`src/rtl/vote_pkg.sv`:
```
// rtl/vote_pkg.sv - shared state encoding and default sizing for the ballot collector
package vote_pkg;

  typedef enum logic [1:0] {
    ST_IDLE    = 2'd0,
    ST_COLLECT = 2'd1,
    ST_DONE    = 2'd2
  } state_e;

  localparam int unsigned DEF_N_VOTERS = 4;
  localparam int unsigned DEF_ID_W     = 2;
  localparam int unsigned DEF_CNT_W    = 3;

endpackage

```
`src/rtl/vote_decide.sv`:
```
// rtl/vote_decide.sv - combinational verdict from final yes/no tallies
module vote_decide
  import vote_pkg::*;
#(
  parameter int unsigned N_VOTERS = DEF_N_VOTERS,
  parameter int unsigned CNT_W    = DEF_CNT_W
) (
  input  logic [CNT_W-1:0] yes_count,
  input  logic [CNT_W-1:0] no_count,
  output logic             vote_result,
  output logic             majority,
  output logic             tie
);

  localparam logic [CNT_W-1:0] HALF = CNT_W'(N_VOTERS / 2);
  localparam bit               EVEN = (N_VOTERS % 2) == 0;

  logic yes_wins;
  logic no_wins;

  always_comb begin
    yes_wins    = yes_count > HALF;
    no_wins     = no_count > HALF;
    vote_result = yes_wins;
    majority    = yes_wins | no_wins;
    // An odd electorate can never split evenly once every ballot is in.
    tie         = EVEN && (yes_count == no_count);
  end

endmodule

```
`src/rtl/vote_tally_fsm.sv`:
```
// rtl/vote_tally_fsm.sv - serial ballot collector with duplicate rejection and registered verdict
module vote_tally_fsm
  import vote_pkg::*;
#(
  parameter int unsigned N_VOTERS = DEF_N_VOTERS,
  parameter int unsigned ID_W     = DEF_ID_W,
  parameter int unsigned CNT_W    = DEF_CNT_W
) (
  input  logic             clk,
  input  logic             rst_n,
  input  logic             start,
  input  logic             ballot_valid,
  output logic             ballot_ready,
  input  logic             ballot_yes,
  input  logic [ID_W-1:0]  ballot_id,
  output logic             ballot_err,
  output logic [CNT_W-1:0] yes_count,
  output logic             result_valid,
  output logic             vote_result,
  output logic             majority,
  output logic             tie
);

  localparam int unsigned      ID_SPACE = 1 << ID_W;
  localparam logic [CNT_W-1:0] N_CNT    = CNT_W'(N_VOTERS);
  // Bit i set when voter id i belongs to this electorate; avoids a width-limited compare.
  localparam logic [ID_SPACE-1:0] ID_OK = ID_SPACE'((64'd1 << N_VOTERS) - 64'd1);

  state_e                state_q, state_d;
  logic [CNT_W-1:0]      yes_q, yes_d;
  logic [CNT_W-1:0]      no_q, no_d;
  logic [CNT_W-1:0]      acc_q, acc_d;
  logic [ID_SPACE-1:0]   voted_q, voted_d;
  logic                  err_q, err_d;
  logic                  vr_q, vr_d;
  logic                  maj_q, maj_d;
  logic                  tie_q, tie_d;

  logic                  handshake;
  logic                  ballot_bad;
  logic                  finish;
  logic                  dec_vr;
  logic                  dec_maj;
  logic                  dec_tie;

  assign ballot_ready = (state_q == ST_COLLECT);
  assign result_valid = (state_q == ST_DONE);
  assign handshake    = ballot_valid & ballot_ready;
  assign ballot_bad   = ~ID_OK[ballot_id] | voted_q[ballot_id];

  always_comb begin
    state_d = state_q;
    yes_d   = yes_q;
    no_d    = no_q;
    acc_d   = acc_q;
    voted_d = voted_q;
    err_d   = 1'b0;
    finish  = 1'b0;
    unique case (state_q)
      ST_IDLE: begin
        if (start) begin
          state_d = ST_COLLECT;
          yes_d   = '0;
          no_d    = '0;
          acc_d   = '0;
          voted_d = '0;
        end
      end
      ST_COLLECT: begin
        // Abort wins over any ballot presented in the same cycle.
        if (start) begin
          yes_d   = '0;
          no_d    = '0;
          acc_d   = '0;
          voted_d = '0;
        end else if (handshake) begin
          if (ballot_bad) begin
            err_d = 1'b1;
          end else begin
            voted_d[ballot_id] = 1'b1;
            if (ballot_yes) begin
              yes_d = yes_q + CNT_W'(1);
            end else begin
              no_d = no_q + CNT_W'(1);
            end
            acc_d = acc_q + CNT_W'(1);
            if (acc_d == N_CNT) begin
              state_d = ST_DONE;
              finish  = 1'b1;
            end
          end
        end
      end
      ST_DONE: begin
        state_d = ST_IDLE;
      end
      default: begin
        state_d = ST_IDLE;
      end
    endcase
  end

  vote_decide #(
    .N_VOTERS (N_VOTERS),
    .CNT_W    (CNT_W)
  ) u_decide (
    .yes_count   (yes_d),
    .no_count    (no_d),
    .vote_result (dec_vr),
    .majority    (dec_maj),
    .tie         (dec_tie)
  );

  // Verdict is captured from the final tallies on the edge that enters DONE.
  always_comb begin
    vr_d  = vr_q;
    maj_d = maj_q;
    tie_d = tie_q;
    if (finish) begin
      vr_d  = dec_vr;
      maj_d = dec_maj;
      tie_d = dec_tie;
    end
  end

  always_ff @(posedge clk or negedge rst_n) begin
    if (!rst_n) begin
      state_q <= ST_IDLE;
      yes_q   <= '0;
      no_q    <= '0;
      acc_q   <= '0;
      voted_q <= '0;
      err_q   <= 1'b0;
      vr_q    <= 1'b0;
      maj_q   <= 1'b0;
      tie_q   <= 1'b0;
    end else begin
      state_q <= state_d;
      yes_q   <= yes_d;
      no_q    <= no_d;
      acc_q   <= acc_d;
      voted_q <= voted_d;
      err_q   <= err_d;
      vr_q    <= vr_d;
      maj_q   <= maj_d;
      tie_q   <= tie_d;
    end
  end

  assign ballot_err  = err_q;
  assign yes_count   = yes_q;
  assign vote_result = vr_q;
  assign majority    = maj_q;
  assign tie         = tie_q;

endmodule

```
`config.mk`:
```
export PLATFORM = sky130hd
export DESIGN_NAME = vote_tally_fsm
export DESIGN_NICKNAME = d
export VERILOG_FILES = /design/src/rtl/vote_pkg.sv /design/src/rtl/vote_decide.sv /design/src/rtl/vote_tally_fsm.sv
export SDC_FILE = /design/constraint.sdc
export NUM_CORES = 1
export LEC_CHECK = 0
export CAP_MARGIN = 0
export CELL_PAD_IN_SITES_DETAIL_PLACEMENT = 1
export CELL_PAD_IN_SITES_GLOBAL_PLACEMENT = 2
export CORE_MARGIN = 2
export CORE_UTILIZATION = 37
export CTS_CLUSTER_DIAMETER = 30
export DETAILED_ROUTE_END_ITERATION = 16
export PLACE_DENSITY_LB_ADDON = 0.1
export SYNTH_ARGS = -nofsm -noshare
export SYNTH_HDL_FRONTEND = slang
export SYNTH_SLANG_ARGS = --single-unit
```
`constraint.sdc`:
```
create_clock -name clk -period 4.9 [get_ports clk]
set_input_delay 0.49 -clock clk [delete_from_list [all_inputs] [get_ports clk]]
set_output_delay 0.49 -clock clk [all_outputs]
set_load 0.01 [all_outputs]
```
==> qor.txt <==
Arrival @ worst endpoint -> 2.69 ns
Max_slew headroom -> 38.9%
Syn Std Cell Area -> 0.00123 sq mm
Root Buffer -> clkbuf_4
GRT Total Usage -> 17.7%
Clk pwr share -> 27.1%
Final period util -> 50.2%
Final min period -> 2.46 ns
Sequential power share -> 53.5%
Htree depth -> 1
Nature of the critical path endpoint -> flip-flop
Post-synth EDFFs -> 0
Total gr overflow -> 0
HP Class -> flip-flop to flip-flop
Maxcap violations -> 0
Area share of the largest cell type after synthesis -> 38.7%
R2R Setup Slk -> 2.66 ns
GPL Wtd Cong -> 0.766
Drt total wl -> 2910 um
Skew-Pair Late Insertion Delay -> 0.30 ns
Row Count -> 20
Area leader, netlist -> dfrtp_1
Slowest stage delay, CP -> 0.65 ns
Setup CP Type -> input pin to flip-flop
Worst-path maximum fanout -> 7
Top delay family on crit path -> compound AO/OA/AOI/OAI gates
Setup tns final -> 0 ns
Clock sink count -> 19
Antenna diodes -> 0
ANT nets after route -> 0
Total power -> 0.000316 W
Syn_nets -> 128
Dominant synthesized flop cell -> dfrtp_1
Worst path depth -> 7
Die Y -> 61.6 um
Vias post-DR -> 922
FMAX -> 407 MHz
Vias in the first global route -> 979
Die area -> 0.00379 sq mm
Most frequent cells after synthesis -> 19 x dfrtp_1, 12 x nand2_1, 11 x nor2_1, 8 x a21oi_1
Port bufs -> 15
Worst path cell trace -> clkdlybuf4s50_1, mux2_4, o22a_1, o311ai_2, o311ai_4, xnor2_1, o31ai_2
Worst Skew -> 0.00479 ns
Pre-CTS WS -> 2.09 ns
Initial DRC count -> 35
CTS tree -> yes
Net switching fraction of the power -> 30.6%
Power Internal -> 0.000219 W
Synth Instances -> 117
First-pass GRT wire length -> 4850 um
Status -> complete, no violations
Vias per Instance -> 5.24
Netlist cell types -> 45
Die width -> 61.6 um
P_leak -> 0.650 nW
Worst path slowest cell -> clkdlybuf4s50_1
Worst path bufs/invs -> 1
Initial antenna violation count -> 0
Crit path required time -> 5.13 ns
Setup ws final -> 2.44 ns
Worst Setup SP -> ballot_id[1]
Io pins -> 16
Share of power burned in combinational logic -> 19.4%
Initial Utilization -> 39.6%
Pin count of the biggest net entering global routing -> 20
Clock transition at path regs -> 0.13 ns
Fin. max-slew vios -> 0
CP Capture Point -> tie
Top-count cell post-synth -> dfrtp_1
Async set-or-reset flop fraction in the synthesized netlist -> 100%
Reg2Reg Depth -> 6
RSZ-0062 raised after global routing -> no
R2R Path Start -> state_q[1]
Nets -> 144
Dpl hpwl -> 2140 um
Top area cells in the synthesized netlist -> dfrtp_1 39%, ha_1 4.1%, nand2_1 3.7%
Syn Area/Cell -> 10.5 sq um
DP Area -> 0.00141 sq mm
Syn. warnings -> 0
Routed len/inst -> 16.5 um
Type of origin of the critical path -> input pin
Flops & latches, synth -> 19
DR pass1 iterations -> 4
# setup viols final -> 0
Synth-to-Final Area Change -> 16.9%
Post-CTS Setup Inserts -> 0
CTS resizes -> 0
Worst-Margin Slew -> 0.914 ns
Peak supply drop -> 0.104 mV
Cts hold-fix bufs -> 0
Final Hold Vio Count -> 0
R2r endpoint -> vote_result
Total CTS buffers -> 3
Core area -> 0.00310 sq mm
DRC -> 0
Sw Pwr -> 0.0000968 W
Worst-case clock buffer depth -> 2
Design area -> 0.00144 sq mm
Seq/Total Area, Yosys -> 38.7%
Share of post-route cells with drive strength above 1 -> 16.7%
Pwr Density -> 220 mW/mm^2
worst reg2reg max path, delay by kind of cell (launching register included):
kind / cells / cell delay (ns)
AOI/OAI and AO/OA: 4 / 0.83
DFF: 1 / 0.68
and+or+nand+nor: 1 / 0.36
muxes: 1 / 0.27
flip-flops by register name, indices dropped and copies added (netlist names):
signal and cells:
acc_q 3, majority 1, state_q 2, no_q 3, voted_q 4, tie 1, vote_result 1, yes_count 3
ballot_err 1
per-layer routing:
layer / wire length, um / global-route usage (%) / vias up
li1: - / - / 455
met1: 1500 / 25.5 / 457
met2: 1340 / 28.4 / 8
met3: 49 / 1.89 / 2
met4: 21 / 4.56 / 0
met5: 0 / 0 / -
power by group through the flow:
stage	sequential (W)	clock, W	combinational [W]
6_report	0.000169	0.0000856	0.0000614
5_1_grt	0.000170	0.0000941	0.0000685
4_1_cts	0.000169	0.0000892	0.0000627
3_5_place_dp	0.000172	0	0.0000622
3_3_place_gp	0.000172	0	0.0000612
2_1_floorplan	0.000171	0	0.0000417
cells in the final DEF (no fill, tap or decap), types with 2 or more instances in the layout:
cell / Yosys / routed
nand2_1: 12 / 12
xnor2_1: 2 / 2
nor2_1: 11 / 11
mux2_2: 2 / 2
mux2i_1: 3 / 3
clkbuf_4: 0 / 3
nand2b_1: 4 / 4
inv_1: 6 / 6
dfrtp_1: 19 / 19
nand3_1: 3 / 3
o21ai_0: 6 / 6
clkdlybuf4s50_1: 0 / 15
a21o_1: 2 / 2
a21oi_1: 8 / 8
ha_1: 4 / 4
o22a_1: 2 / 2
mux2_4: 2 / 2
area by class of cell:
class                      count  area [sq um]
fill                         367          1670
tap                           44          55.1
inverter                       6          22.5
clock buffer                   3          22.5
multi-input combinational     88           704
clock inverter                 1          5.00
timing repair buffer          15           150
sequential                    19           475
worst min-delay path by stage:
stage	slack (ns)	end	from	cells past startpoint
final	0.51	tie	tie	2
after global routing	0.55	tie	tie	2
after CTS	0.53	tie	tie	2
after detailed placement	0.50	tie	tie	2
after global placement	0.48	tie	tie	2
after floorplan	0.19	acc_q[0]	rst_n	0
cells by family after synthesis:
group                      after synthesis  share of synthesized area [%]
adders and majority gates                4                           4.08
muxes                                    7                           6.73
DFF                                     19                           38.7
and+or+nand+nor                         38                           16.0
AOI/OAI and AO/OA                       36                           28.4
xor gates and xnor gates                 3                           2.14
buffers and inverters                   10                           3.87
per-stage QoR:
stage,std cells,hold slack [ns],util [%]
after global placement,172,0.483,45.4
final,176,0.515,46.3
after CTS,176,0.527,46.3
after global routing,176,0.547,46.3
after floorplan,117,0.194,-
after detailed placement,172,0.495,45.4
Note: power is estimated with default switching activity, not from simulation.
